--- src/rtl/dp_seq_pkg.sv ---
// Shared types and defaults for the datapath operand sequencer.
package dp_seq_pkg;

  // Sequencer FSM states
  typedef enum logic [1:0] {
    IDLE = 2'd0,
    WAIT = 2'd1,
    HOLD = 2'd2
  } state_t;

  // Default operand width and the matching x-result width
  localparam int DATAWIDTH_DEF = 8;
  localparam int XWIDTH        = 2 * DATAWIDTH_DEF;

endpackage

--- src/rtl/dp_operand_sequencer_seq_fifo.sv ---
// seq_fifo: synchronous show-ahead FIFO holding packed operand triples.
// The head entry is always presented on o_rdata; a pop advances it.
module seq_fifo
  import dp_seq_pkg::*;
#(
  parameter int WIDTH = 3 * DATAWIDTH_DEF,
  parameter int DEPTH = 4
) (
  input  logic             clk,
  input  logic             rst,
  input  logic             i_push,
  input  logic [WIDTH-1:0] i_wdata,
  input  logic             i_pop,
  output logic [WIDTH-1:0] o_rdata,
  output logic             o_full,
  output logic             o_empty
);

  localparam int AW = $clog2(DEPTH);

  logic [WIDTH-1:0] r_mem [DEPTH];
  logic [AW-1:0]    r_wptr;
  logic [AW-1:0]    r_rptr;
  logic [AW:0]      r_cnt;
  logic             w_wr;
  logic             w_rd;

  // A push into a full FIFO and a pop from an empty one are both ignored
  assign o_full  = (r_cnt == (AW+1)'(DEPTH));
  assign o_empty = (r_cnt == '0);
  assign w_wr    = i_push && !o_full;
  assign w_rd    = i_pop && !o_empty;
  assign o_rdata = r_mem[r_rptr];

  // Storage write; contents need no reset since the count gates visibility
  always_ff @(posedge clk) begin
    if (w_wr) begin
      r_mem[r_wptr] <= i_wdata;
    end
  end

  // Pointer and occupancy tracking; pointers wrap naturally at DEPTH
  always_ff @(posedge clk) begin
    if (rst) begin
      r_wptr <= '0;
      r_rptr <= '0;
      r_cnt  <= '0;
    end else begin
      if (w_wr) r_wptr <= r_wptr + 1'b1;
      if (w_rd) r_rptr <= r_rptr + 1'b1;
      r_cnt <= r_cnt + (AW+1)'(w_wr) - (AW+1)'(w_rd);
    end
  end

endmodule

--- src/rtl/dp_operand_sequencer.sv ---
// dp_operand_sequencer: buffers operand triples, issues them one at a time
// to an attached datapath, waits out its latency and returns (x, z) over a
// valid/ready handshake.
// Optional macro DP_SELF_CHECK_EN: adds a reference model that flags any
// result mismatch on the sticky err output (otherwise err is tied low).
module dp_operand_sequencer
  import dp_seq_pkg::*;
#(
  parameter int DATAWIDTH  = DATAWIDTH_DEF,
  parameter int DEPTH      = 4,
  parameter int DP_LATENCY = 1
) (
  input  logic                   Clk,
  input  logic                   Rst,
  input  logic                   op_valid,
  output logic                   op_ready,
  input  logic [DATAWIDTH-1:0]   op_a,
  input  logic [DATAWIDTH-1:0]   op_b,
  input  logic [DATAWIDTH-1:0]   op_c,
  output logic [DATAWIDTH-1:0]   dp_a,
  output logic [DATAWIDTH-1:0]   dp_b,
  output logic [DATAWIDTH-1:0]   dp_c,
  input  logic [2*DATAWIDTH-1:0] dp_x,
  input  logic [DATAWIDTH-1:0]   dp_z,
  output logic                   res_valid,
  input  logic                   res_ready,
  output logic [2*DATAWIDTH-1:0] res_x,
  output logic [DATAWIDTH-1:0]   res_z,
  output logic                   busy,
  output logic                   err
);

  localparam int DW = DATAWIDTH;
  localparam int XW = 2 * DATAWIDTH;
  localparam int CW = (DP_LATENCY < 1) ? 1 : $clog2(DP_LATENCY + 1);

  state_t          r_state;
  logic [CW-1:0]   r_cnt;
  logic            w_full;
  logic            w_empty;
  logic            w_pop;
  logic            w_capture;
  logic [3*DW-1:0] w_head;
  logic [DW-1:0]   w_ha;
  logic [DW-1:0]   w_hb;
  logic [DW-1:0]   w_hc;

  // ---- stage 0: operand buffering ----
  seq_fifo #(
    .WIDTH (3 * DW),
    .DEPTH (DEPTH)
  ) u_fifo (
    .clk     (Clk),
    .rst     (Rst),
    .i_push  (op_valid),
    .i_wdata ({op_a, op_b, op_c}),
    .i_pop   (w_pop),
    .o_rdata (w_head),
    .o_full  (w_full),
    .o_empty (w_empty)
  );

  assign {w_ha, w_hb, w_hc} = w_head;
  assign op_ready  = !w_full;
  assign busy      = (r_state != IDLE);
  assign w_pop     = (r_state == IDLE) && !w_empty;
  assign w_capture = (r_state == WAIT) && (r_cnt == '0);

  // ---- stage 1: issue to datapath, wait its latency, capture result ----
  // Issue / wait / hold sequencing; dp_* persist until the next pop
  always_ff @(posedge Clk) begin
    if (Rst) begin
      r_state   <= IDLE;
      r_cnt     <= '0;
      res_valid <= 1'b0;
      dp_a      <= '0;
      dp_b      <= '0;
      dp_c      <= '0;
      res_x     <= '0;
      res_z     <= '0;
    end else begin
      case (r_state)
        IDLE: begin
          if (w_pop) begin
            dp_a    <= w_ha;
            dp_b    <= w_hb;
            dp_c    <= w_hc;
            r_cnt   <= CW'(DP_LATENCY);
            r_state <= WAIT;
          end
        end
        WAIT: begin
          if (w_capture) begin
            res_x     <= dp_x;
            res_z     <= dp_z;
            res_valid <= 1'b1;
            r_state   <= HOLD;
          end else begin
            r_cnt <= r_cnt - 1'b1;
          end
        end
        HOLD: begin
          if (res_valid && res_ready) begin
            res_valid <= 1'b0;
            r_state   <= IDLE;
          end
        end
        default: r_state <= IDLE;
      endcase
    end
  end

`ifdef DP_SELF_CHECK_EN
  logic [DW-1:0] r_chk_d;
  logic [DW-1:0] r_chk_e;
  logic [XW-1:0] r_chk_x;
  logic          r_err;

  // Wrapping sum of two operands
  function automatic logic [DW-1:0] wrap_add(input logic [DW-1:0] p,
                                             input logic [DW-1:0] q);
    return p + q;
  endfunction

  // Full-width product less the zero-extended wrapped sum, modulo 2^XW
  function automatic logic [XW-1:0] exp_x(input logic [DW-1:0] p,
                                          input logic [DW-1:0] q,
                                          input logic [DW-1:0] s);
    logic [XW-1:0] w_prod;
    w_prod = XW'(p) * XW'(q);
    return w_prod - XW'(s);
  endfunction

  // Reference values latched at issue, compared at capture; err is sticky
  always_ff @(posedge Clk) begin
    if (w_pop) begin
      r_chk_d <= wrap_add(w_ha, w_hb);
      r_chk_e <= wrap_add(w_ha, w_hc);
      r_chk_x <= exp_x(w_ha, w_hc, wrap_add(w_ha, w_hb));
    end
    if (Rst) begin
      r_err <= 1'b0;
    end else if (w_capture &&
                 ((dp_x != r_chk_x) || ((dp_z != r_chk_d) && (dp_z != r_chk_e)))) begin
      r_err <= 1'b1;
    end
  end

  assign err = r_err;
`else
  assign err = 1'b0;
`endif

endmodule
--- config.mk ---
export PLATFORM = sky130hd
export DESIGN_NAME = dp_operand_sequencer
export DESIGN_NICKNAME = d
export VERILOG_FILES = /design/src/rtl/dp_seq_pkg.sv /design/src/rtl/dp_operand_sequencer_seq_fifo.sv /design/src/rtl/dp_operand_sequencer.sv
export SDC_FILE = /design/constraint.sdc
export NUM_CORES = 1
export LEC_CHECK = 0
export ABC_AREA = 1
export CELL_PAD_IN_SITES_DETAIL_PLACEMENT = 1
export CELL_PAD_IN_SITES_GLOBAL_PLACEMENT = 2
export CORE_MARGIN = 3
export CORE_UTILIZATION = 33
export DETAILED_ROUTE_END_ITERATION = 8
export MAX_ROUTING_LAYER = met4
export PLACE_DENSITY_LB_ADDON = 0.05
export SLEW_MARGIN = 20
export SYNTH_ARGS = -nofsm -noshare
export SYNTH_HDL_FRONTEND = slang
export SYNTH_SLANG_ARGS = --single-unit
--- constraint.sdc ---
create_clock -name Clk -period 2.7 [get_ports Clk]
set_input_delay 0.675 -clock Clk [delete_from_list [all_inputs] [get_ports Clk]]
set_output_delay 0.675 -clock Clk [all_outputs]
set_load 0.05 [all_outputs]
==> results of run 1 <==
[worst min-delay path by stage]
stage | from | slack, ns | cells past startpoint | end
floorplan | r_cnt$_SDFFE_PP0P_ | 0.45 | 2 | r_cnt$_SDFFE_PP0P_
global placement | res_z[7]$_SDFFE_PP0P_ | 0.43 | 2 | res_z[7]$_SDFFE_PP0P_
detailed placement | res_z[5]$_SDFFE_PP0P_ | 0.44 | 2 | res_z[5]$_SDFFE_PP0P_
CTS | res_z[5]$_SDFFE_PP0P_ | 0.45 | 2 | res_z[5]$_SDFFE_PP0P_
global route | res_x[6]$_SDFFE_PP0P_ | 0.47 | 2 | res_x[6]$_SDFFE_PP0P_
finish | res_z[5]$_SDFFE_PP0P_ | 0.44 | 2 | res_z[5]$_SDFFE_PP0P_
[power by group through the flow]
stage          combinational [mW]  sequential [mW]  clock [mW]
2_1_floorplan                1.92             4.17           0
3_3_place_gp                 3.89             3.26           0
3_5_place_dp                 3.97             3.29           0
4_1_cts                      3.98             3.24        2.39
5_1_grt                      4.33             3.28        2.49
6_report                     3.89             3.23        2.32
[sequential cells by signal, summed over array words and instances, names as in the netlist, 2 cells and up]
| signal | cells |
|---|---|
| r_state | 2 |
| dp_c | 8 |
| u_fifo.r_mem | 96 |
| u_fifo.r_wptr | 2 |
| u_fifo.r_cnt | 3 |
| dp_b | 8 |
| res_z | 8 |
| res_x | 16 |
| dp_a | 8 |
| u_fifo.r_rptr | 2 |
[stage by stage]
step	std cells	total power, mW
3_5_place_dp	1055	7.25
5_1_grt	1087	10.1
6_report	1087	9.44
2_1_floorplan	716	6.09
4_1_cts	1087	9.61
3_3_place_gp	1055	7.15
[synth_stat cells (all sizes together)]
master | count | share of area, %
ha | 6 | 1.2
dfxtp | 59 | 18
nor3 | 1 | 0.15
o21ai | 29 | 2.2
nand3b | 1 | 0.31
fa | 1 | 0.31
nand3 | 51 | 3.9
nor2 | 63 | 3.7
inv | 164 | 9.5
nand2 | 182 | 11
edfxtp | 96 | 44
a21oi | 29 | 2.2
conb | 1 | 0.058
buf | 33 | 3.3
[area by class of cell]
cell class / count / share of cell area, %
flip-flops and latches: 155 / 48.6
repair buffers: 112 / 13.9
well taps: 260 / 3.89
clock inverters: 15 / 1.85
multi-input cells: 364 / 19.4
clock buffers: 17 / 5.09
inverters: 164 / 7.36
[logic make-up after synthesis]
family / count (synthesis)
buf+inv: 197
flops: 155
other cells: 1
fa+ha+maj: 7
simple gates: 298
compound gates: 58
[layer usage]
metal,part of all wire [%],up-vias,routed length (um)
li1,-,2384,-
met3,3.5,15,551
met4,1.1,0,164
met1,48,2212,7450
met5,0,-,0
met2,48,108,7410
[worst reg2reg max path, cell delays in order, from the launching register on]
cell and delay [ns]:
dfxtp_1 0.36, nor2_1 0.14, nand2_1 0.14, nand2_4 0.09, inv_1 0.05, ha_1 0.29
inv_1 0.06, ha_1 0.13, inv_1 0.05, fa_1 0.38, o21ai_1 0.14, a21oi_1 0.05
==> key figures, run 1 <==
Status
  – Status: complete, no violations

Cells and area
  – Layout cell share with drive strength beyond 1: 6.65%
  – Antenna fix cells: 0
  – Final core utilization: 44.0%
  – Final net count: 873
  – Sequential cell area: 4070 sq um
  – P&R area growth vs syn: 28.6%
  – Multi-input gate area: 1620 sq um
  – Fillers: 2,234
  – Commonest non-fill, non-tap cell in the layout: nand2_1
  – Most frequent cells in the layout: nand2_1, inv_1, clkdlybuf4s50_1, edfxtp_1
  – Post-route cell area: 8360 sq um

Logic synthesis
  – Mapped Cells: 716
  – Seq/Total Area, Yosys: 62.5%
  – Mux cell area share after synthesis: 0%
  – Simple-Gate Fraction of Synth Area: 18.8%
  – YS warnings: 0
  – Xor and xnor area share after synthesis: 0%
  – Post-synthesis adder-cell area fraction: 1.46%
  – Compound-Gate Fraction of Synth Area: 4.46%
  – Synth cell types: 20
  – Synthesized area: 6510 sq um
  – Post-Syn Area per Cell: 9.09 sq um
  – Yosys reg bits: 155
  – Syn Nets: 775
  – Combinational family with the most area after synthesis: simple AND/OR/NAND/NOR gates

Setup path
  – Worst endpoint required time: 2.03 ns
  – R2R depth: 11
  – Crit-path leading delay family: buffers and inverters
  – Crit path capture type: output port
  – Internal reg-to-reg setup slack: 0.73 ns
  – Worst R2R End: u_fifo.r_cnt[2]$_SDFF_PP0_
  – Worst path max stage delay: 0.82 ns
  – Worst path slowest cell: clkdlybuf4s50_1
  – Crit Path Category: reg2out
  – Critical path peak fanout: 5
  – WP depth: 3
  – Crit path DAT: 1.84 ns
  – CP Launch Point: r_state[1]$_SDFFE_PP0P_
  – CP cell instances: nor2_4, inv_1, clkdlybuf4s50_1
  – Worst Setup EP: busy
  – RR Startpoint: u_fifo.r_cnt[1]$_SDFF_PP0_
  – CP bufs+invs: 2
  – Worst setup SP type: flip-flop

Pwr
  – Leakage power: 3.62 nW
  – Clock power share: 24.6%
  – Int Power: 5.53 mW
  – NetSw: 3.91 mW
  – Share of power burned in registers: 34.2%
  – Worst vdd rail ir drop: 0.433 mV
  – Switching Share: 41.5%
  – Power share of the combinational group: 41.2%
  – Cell area power density: 1130 nW/um^2

Clock tree
  – Clk root buf: clkbuf_16
  – Reg clk slew, reported paths: 0.06 ns
  – Post-CTS Setup Bufs: 0
  – Cts repair resizes: 0
  – Hold-fix buffers, CTS: 0
  – CTS max path bufs: 2
  – Worst skew pair latency: 0.42 ns
  – CTS H-tree lvls: 4
  – Clk sinks: 155
  – Cts bufs inserted: 17
  – Clock tree from TritonCTS: done

Timing
  – Setup violators final: 0
  – RSZ-0062 raised after global routing: false
  – Crit share post-route: 93.2%
  – Layout Skew: 0.00927 ns
  – Final worst slack: 0.183 ns
  – Final Max Tran Viols: 0
  – Setup Total Neg Slack: 0 ns
  – Hold slack: 0.443 ns
  – Final Critical Period: 2.52 ns
  – Max Clock Freq: 397 MHz
  – Final Hold Vio Count: 0
  – Worst slew pin tran: 0.746 ns
  – Rel. slew slack: 50.2%

GRT
  – Met1 usage in global routing: 19.7%
  – Vias in the first global route: 4,949
  – Met2 Use GR: 25.4%
  – Met3 Track Usage GR: 3.07%
  – Tot GR Track Use: 15.5%
  – First-pass GRT wire length: 25,700 um
  – Initial antenna violation count: 0
  – GRT Residual Overflow: 0
  – GR peak layer: met2
  – Largest net degree at the start of global routing: 52

Detailed routing
  – Routed WL: 15,600 um
  – Vias per cell: 4.34
  – Drt drc: 0
  – DR vias: 4,719
  – First-pass DRT Iterations: 4
  – Detail Route Antenna Nets: 0
  – Routed len/inst: 14.3 um
  – 1st-iter DRT viols: 169

Placement
  – DP Area: 7780 sq um
  – DP Wirelength: 9860 um
  – Post-Place Setup Slack: 0.452 ns
  – Routability cong.: 0.730
  – Port Buf Inserts: 102

Job
  – Max_cap viols: 0

Die
  – Die ar.: 21,400 sq um
  – Number of placement rows: 50
  – Die Span Y: 146 um
  – I/O pins: 104
  – Starting Density: 34.2%
  – DIE WIDTH: 146 um
  – Core area: 19,000 sq um

Hold path
  – Hold WC Path Type: reg2reg
No activity file was read; power rests on OpenSTA's default activity.
==> inputs of run 2 (changes only) <==
--- a/config.mk
+++ b/config.mk
@@ -12,7 +12,7 @@
 export CORE_UTILIZATION = 33
 export DETAILED_ROUTE_END_ITERATION = 8
 export MAX_ROUTING_LAYER = met4
-export PLACE_DENSITY_LB_ADDON = 0.05
+export PLACE_DENSITY = 0.91
 export SLEW_MARGIN = 20
 export SYNTH_ARGS = -nofsm -noshare
 export SYNTH_HDL_FRONTEND = slang
==> key figures, run 2 (synthesis results as in run 1) <==
Status
  – Status: complete, no violations

Timing
  – Final Hold Vio Count: 0 (unchanged)
  – Worst slew pin tran: 0.570 ns (-0.176 ns)
  – Max Clock Freq: 396 MHz (-0.30%)
  – Setup violators final: 0 (unchanged)
  – Final Max Tran Viols: 0 (unchanged)
  – Hold slack: 0.440 ns (-0.00349 ns)
  – Final Critical Period: 2.52 ns (+0.00753 ns)
  – Final worst slack: 0.175 ns (-0.00753 ns)
  – RSZ-0062 raised after global routing: false
  – Layout Skew: 0.00951 ns (+0.000248 ns)
  – Rel. slew slack: 62.0% (+12 points)
  – Setup Total Neg Slack: 0 ns (unchanged)
  – Crit share post-route: 93.5% (+0.28 points)

Detailed routing
  – Vias per cell: 4.31 (-0.61%)
  – 1st-iter DRT viols: 232 (+37%)
  – Detail Route Antenna Nets: 0 (unchanged)
  – Routed len/inst: 14.0 um (-2.1%)
  – DR vias: 4,703 (-0.34%)
  – Drt drc: 0 (unchanged)
  – First-pass DRT Iterations: 4 (unchanged)
  – Routed WL: 15,300 um (-1.8%)

Setup path
  – Worst endpoint required time: 2.03 ns (about the same)
  – Critical path peak fanout: 5 (unchanged)
  – Crit path DAT: 1.85 ns (about the same)
  – CP Launch Point: r_state[1]$_SDFFE_PP0P_
  – Crit Path Category: reg2out
  – RR Startpoint: u_fifo.r_cnt[1]$_SDFF_PP0_
  – Worst setup SP type: flip-flop
  – R2R depth: 11 (unchanged)
  – Crit path capture type: output port

Pwr
  – Cell area power density: 1120 nW/um^2 (-0.78%)
  – Worst vdd rail ir drop: 0.504 mV (+17%)
  – Leakage power: 3.61 nW (about the same)

GRT
  – Largest net degree at the start of global routing: 52 (unchanged)
  – Vias in the first global route: 4,958 (+0.18%)
  – First-pass GRT wire length: 25,200 um (-1.8%)
  – Tot GR Track Use: 15.3% (-0.23 points)
  – GRT Residual Overflow: 0 (unchanged)
  – Initial antenna violation count: 0 (unchanged)

Die
  – Die ar.: 21,400 sq um (unchanged)
  – Die Span Y: 146 um (unchanged)
  – DIE WIDTH: 146 um (unchanged)
  – I/O pins: 104 (unchanged)
  – Core area: 19,000 sq um (unchanged)
  – Starting Density: 34.2% (unchanged)
  – Number of placement rows: 50 (unchanged)

Placement
  – Post-Place Setup Slack: 0.489 ns (+0.0376 ns)
  – Port Buf Inserts: 102 (unchanged)
  – Placed Instances: 1,059 (+0.38%)
  – Routability cong.: 0.745 (+2.1%)
  – DP Wirelength: 10,100 um (+2.0%)

Clock tree
  – CTS max path bufs: 2 (unchanged)
  – Clk root buf: clkbuf_16
  – Reg clk slew, reported paths: 0.06 ns (about the same)
  – CTS H-tree lvls: 4 (unchanged)
  – Hold-fix buffers, CTS: 0 (unchanged)
  – Post-CTS Setup Bufs: 0 (unchanged)
  – Cts repair resizes: 0 (unchanged)
  – Clk sinks: 155 (unchanged)
  – Worst skew pair latency: 0.42 ns (about the same)
  – Clock tree from TritonCTS: done
  – Cts bufs inserted: 17 (unchanged)

Cells and area
  – P&R area growth vs syn: 27.9%
  – Final core utilization: 43.8% (-0.23 points)
  – Commonest non-fill, non-tap cell in the layout: nand2_1
  – Biggest register: u_fifo.r_mem
  – Largest regs: u_fifo.r_mem (96), res_x (16)
  – Final net count: 877 (+0.46%)
  – Max reg flops: 96 (unchanged)
  – Most frequent cells in the layout: nand2_1, inv_1, clkdlybuf4s50_1, edfxtp_1
  – Layout cell share with drive strength beyond 1: 5.90% (-0.75 points)
  – Cell Count, Final, Fillers Out: 1,090 (+0.28%)
  – Antenna fix cells: 0 (unchanged)

Job
  – Max_cap viols: 0 (unchanged)

Hold path
  – Hold wc startpoint: res_x[8]$_SDFFE_PP0P_
  – Hold path depth: 2 (unchanged)
  – Hold WC Path Type: reg2reg
run 2: power breakdown:
group          internal [mW]  leakage, nW  switching (mW)
logic                   1.21         1.99            2.61
clock network           1.35        0.258           0.883
registers               3.01         1.37           0.256
total                   5.57         3.61            3.75
run 2: metal layers:
| metal | share of wire, % | up-vias | global-route usage [%] |
|---|---|---|---|
| li1 | - | 2379 | - |
| met1 | 42 | 2239 | 17.1 |
| met2 | 54 | 67 | 26.9 |
| met3 | 2.8 | 18 | 3.60 |
| met4 | 1.8 | 0 | 5.03 |
| met5 | 0 | - | - |
run 2: metrics by stage:
stage	power [mW]	instance area (sq um)
after CTS	9.47	8320
after detailed placement	7.19	7780
after global routing	9.98	8320
after global placement	7.09	7780
final	9.31	8320
after floorplan	6.09	6510
run 2: worst paths after layout:
| kind | to | slack (ns) |
|---|---|---|
| setup reg to reg | u_fifo.r_cnt[2]$_SDFF_PP0_ | 0.66 |
| setup / recovery | busy | 0.18 |
| hold / removal | res_x[8]$_SDFFE_PP0P_ | 0.44 |
| hold reg to reg | res_x[8]$_SDFFE_PP0P_ | 0.44 |
run 2: final cells by class:
type / instances / area, sq um
Inverter: 164 / 616
Sequential cell: 155 / 4070
Fill cell: 2222 / 10700
Clock inverter: 8 / 96.3
Clock buffer: 23 / 448
Timing Repair Buffer: 116 / 1150
Multi-Input combinational cell: 364 / 1620
Tap cell: 260 / 325
run 2: critical path, cell delays in order, from the launching register on:
cell	delay, ns
dfxtp_1	0.46
nor2_4	0.07
inv_1	0.08
clkdlybuf4s50_1	0.82
==> inputs of run 3 (changes only) <==
--- a/config.mk
+++ b/config.mk
@@ -9,11 +9,13 @@
 export CELL_PAD_IN_SITES_DETAIL_PLACEMENT = 1
 export CELL_PAD_IN_SITES_GLOBAL_PLACEMENT = 2
 export CORE_MARGIN = 3
-export CORE_UTILIZATION = 33
+export CORE_UTILIZATION = 34
 export DETAILED_ROUTE_END_ITERATION = 8
+export HOLD_SLACK_MARGIN = 0.08
 export MAX_ROUTING_LAYER = met4
 export PLACE_DENSITY = 0.91
-export SLEW_MARGIN = 20
+export SLEW_MARGIN = 30
 export SYNTH_ARGS = -nofsm -noshare
 export SYNTH_HDL_FRONTEND = slang
+export SYNTH_HIERARCHICAL = 1
 export SYNTH_SLANG_ARGS = --single-unit
==> key figures, run 3 <==
Status
  – Status: complete, no violations

Logic synthesis
  – Post-synth top area cell: edfxtp_1
  – Post-synth top cells: nor2_1, edfxtp_1, nand2_1, inv_1, dfxtp_1
  – Synthesized area: 6430 sq um (-1.2%)
  – Mapped Cells: 632 (-12%)
  – EDFF count, synth: 96 (unchanged)
  – Syn Nets: 691 (-11%)
  – Synth top area share: 44.8% (+0.53 points)
  – YS warnings: 6 (+6)
  – Yosys reg bits: 157 (+1.3%)
  – Largest cells by area after synthesis: edfxtp_1, dfxtp_1, nor2_1
  – Seq/Total Area, Yosys: 63.8% (+1.4 points)
  – Synth cell types: 25 (+25%)
  – Count leader, synth: nor2_1
  – Async set-reset flop share out of synthesis: 0% (unchanged)
  – Post-Syn Area per Cell: 10.2 sq um (+12%)
  – Main flop type after synthesis: edfxtp_1

Cells and area
  – Most frequent cells in the layout: nor2_1, clkdlybuf4s50_1, edfxtp_1, nand2_1, inv_1
  – Biggest register: u_fifo/r_mem
  – Final net count: 794 (-9.5%)
  – Commonest non-fill, non-tap cell in the layout: nor2_1
  – Sequential cell area: 4100 sq um (+0.95%)
  – Multi-input gate area: 1830 sq um (+13%)
  – Antenna fix cells: 0 (unchanged)
  – Fillers: 2,006 (-9.7%)
  – Max reg flops: 96 (unchanged)
  – P&R area growth vs syn: 29.1%
  – Layout cell share with drive strength beyond 1: 12.6% (+6.7 points)
  – Largest regs: u_fifo/r_mem (96), res_x (16)

Job
  – Max_cap viols: 0 (unchanged)

Pwr
  – Worst vdd rail ir drop: 0.484 mV (-4.1%)
  – Int Power: 5.75 mW (+3.2%)
  – Power share of the combinational group: 38.7% (-2.2 points)
  – Cell area power density: 1130 nW/um^2 (+1.0%)
  – Share of power burned in registers: 34.9% (-0.2 points)
  – Leakage power: 3.30 nW (-8.6%)
  – Switching Share: 38.8% (-1.4 points)
  – NetSw: 3.65 mW (-2.7%)
  – Clock power share: 26.5% (+2.5 points)

Hold path
  – Hold WC Path Type: reg2reg
  – Hold Crit Endpoint: dp_b[5]$_SDFFE_PP0P_
  – Hold path depth: 2 (unchanged)
  – Hold wc startpoint: dp_b[5]$_SDFFE_PP0P_

Detailed routing
  – 1st-iter DRT viols: 231 (-0.43%)
  – Drt drc: 0 (unchanged)
  – First-pass DRT Iterations: 4 (unchanged)
  – DR vias: 4,607 (-2.0%)
  – Routed len/inst: 16.1 um (+15%)
  – Vias per cell: 4.72 (+9.3%)
  – Routed WL: 15,700 um (+2.7%)
  – Detail Route Antenna Nets: 0 (unchanged)

Timing
  – Final worst slack: 0.116 ns (-0.0593 ns)
  – Worst slew pin tran: 0.546 ns (-0.0236 ns)
  – Hold slack: 0.465 ns (+0.0247 ns)
  – RSZ-0062 raised after global routing: false
  – Rel. slew slack: 63.5% (+1.5 points)
  – Max Clock Freq: 387 MHz (-2.3%)
  – Final Hold Vio Count: 0 (unchanged)
  – Setup violators final: 0 (unchanged)
  – Layout Skew: 0.0130 ns (+0.00349 ns)
  – Final Critical Period: 2.58 ns (+0.0593 ns)
  – Final Max Tran Viols: 0 (unchanged)
  – Crit share post-route: 95.7% (+2.2 points)
  – Setup Total Neg Slack: 0 ns (unchanged)

Setup path
  – Crit path capture type: output port
  – Crit path DAT: 1.91 ns (+0.06 ns)
  – Critical path peak fanout: 4 (-1)
  – Worst endpoint required time: 2.03 ns (about the same)
  – Worst setup SP type: flip-flop
  – R2R depth: 14 (+3)
  – Crit Path Category: reg2out
  – Worst R2R End: u_fifo/r_cnt[1]$_SDFF_PP0_
  – Internal reg-to-reg setup slack: 0.49 ns (-0.17 ns)
  – RR Startpoint: u_fifo/r_cnt[1]$_SDFF_PP0_

GRT
  – Vias in the first global route: 4,953 (-0.10%)
  – Met1 usage in global routing: 18.1% (+0.93 points)
  – Met2 Use GR: 28.7% (+1.8 points)
  – Initial antenna violation count: 0 (unchanged)
  – GRT Residual Overflow: 0 (unchanged)
  – First-pass GRT wire length: 25,100 um (-0.44%)
  – GR peak layer: met2
  – Tot GR Track Use: 16.3% (+0.98 points)
  – Largest net degree at the start of global routing: 51 (-1.9%)
  – Met3 Track Usage GR: 2.96% (-0.64 points)

Die
  – Number of placement rows: 49 (-2.0%)
  – DIE WIDTH: 144 um (-2.0%)
  – Starting Density: 35.2% (+0.98 points)
  – Die Span Y: 144 um (-2.0%)
  – I/O pins: 104 (unchanged)
  – Core area: 18,300 sq um (-3.9%)
  – Die ar.: 20,600 sq um (-3.9%)

Clock tree
  – Clk sinks: 157 (+1.3%)
  – Worst skew pair latency: 0.42 ns (about the same)
  – Reg clk slew, reported paths: 0.06 ns (about the same)
  – Cts bufs inserted: 17 (unchanged)
  – CTS max path bufs: 2 (unchanged)
  – Clock tree from TritonCTS: done
  – Post-CTS Setup Bufs: 0 (unchanged)
  – CTS H-tree lvls: 4 (unchanged)
  – Clk root buf: clkbuf_16

Placement
  – Port Buf Inserts: 102 (unchanged)
  – Routability cong.: 0.787 (+5.7%)
  – DP Wirelength: 10,300 um (+2.8%)
  – Post-Place Setup Slack: 0.143 ns (-0.346 ns)
run 3: changes by cell type after synthesis, moves of 32 or more:
cell,change
nor2_1,+76
o21ai_0,+32
inv_1,-89
nand2_1,-94
run 3: repair_timing:
action / CTS / global route
hold buffers: 0 / 0
gates resized for setup: 0 / 1
endpoints found under the hold margin: 0 / 0
setup endpoints to repair: 0 / 1
run 3: worst max-delay path by stage:
stage / cells past startpoint / to / startpoint
floorplan: 2 / u_fifo/r_mem[0][0]$_DFFE_PP_ / op_valid
global placement: 8 / u_fifo/r_cnt[2]$_SDFF_PP0_ / op_valid
detailed placement: 8 / u_fifo/r_cnt[1]$_SDFF_PP0_ / op_valid
CTS: 3 / busy / r_state[0]$_SDFFE_PP0P_
global route: 3 / busy / r_state[0]$_SDFFE_PP0P_
finish: 3 / busy / r_state[0]$_SDFFE_PP0P_
run 3: logic make-up after synthesis:
family          synth area share [%]
compound gates                  8.80
fa+ha+maj                       1.48
buf+inv                         7.79
flops                           63.8
other cells                   0.0583
simple gates                    18.0
run 3: final cells by class:
class,count,area share [%]
well taps,229,3.45
repair buffers,115,14.1
flip-flops and latches,157,49.4
clock buffers,18,5.17
inverters,75,3.42
clock inverters,14,2.32
multi-input cells,369,22.1
run 3: layer usage:
layer,up-vias,wire (um)
li1,2260,-
met1,2221,6770
met2,111,8070
met3,15,653
met4,0,218
met5,-,0
run 3: power by group through the flow:
stage | sequential, mW | clock (mW) | combinational [mW]
2_1_floorplan | 4.20 | 0 | 1.65
4_1_cts | 3.28 | 2.53 | 3.69
3_5_place_dp | 3.33 | 0 | 3.65
6_report | 3.27 | 2.49 | 3.63
3_3_place_gp | 3.29 | 0 | 3.53
5_1_grt | 3.33 | 2.65 | 3.97
run 3: metrics by stage:
stage,util [%],instance area (sq um),power (mW),cells
6_report,45.4,8300,9.39,977
3_5_place_dp,42.0,7680,6.98,945
5_1_grt,45.4,8300,9.96,977
4_1_cts,45.4,8300,9.50,977
3_3_place_gp,42.0,7680,6.82,945
2_1_floorplan,-,6430,5.85,632
run 3: critical path: stages, from the launching register on:
cell and delay, ns:
dfxtp_1 0.46, inv_1 0.13, nand2_1 0.08, clkdlybuf4s50_1 0.81
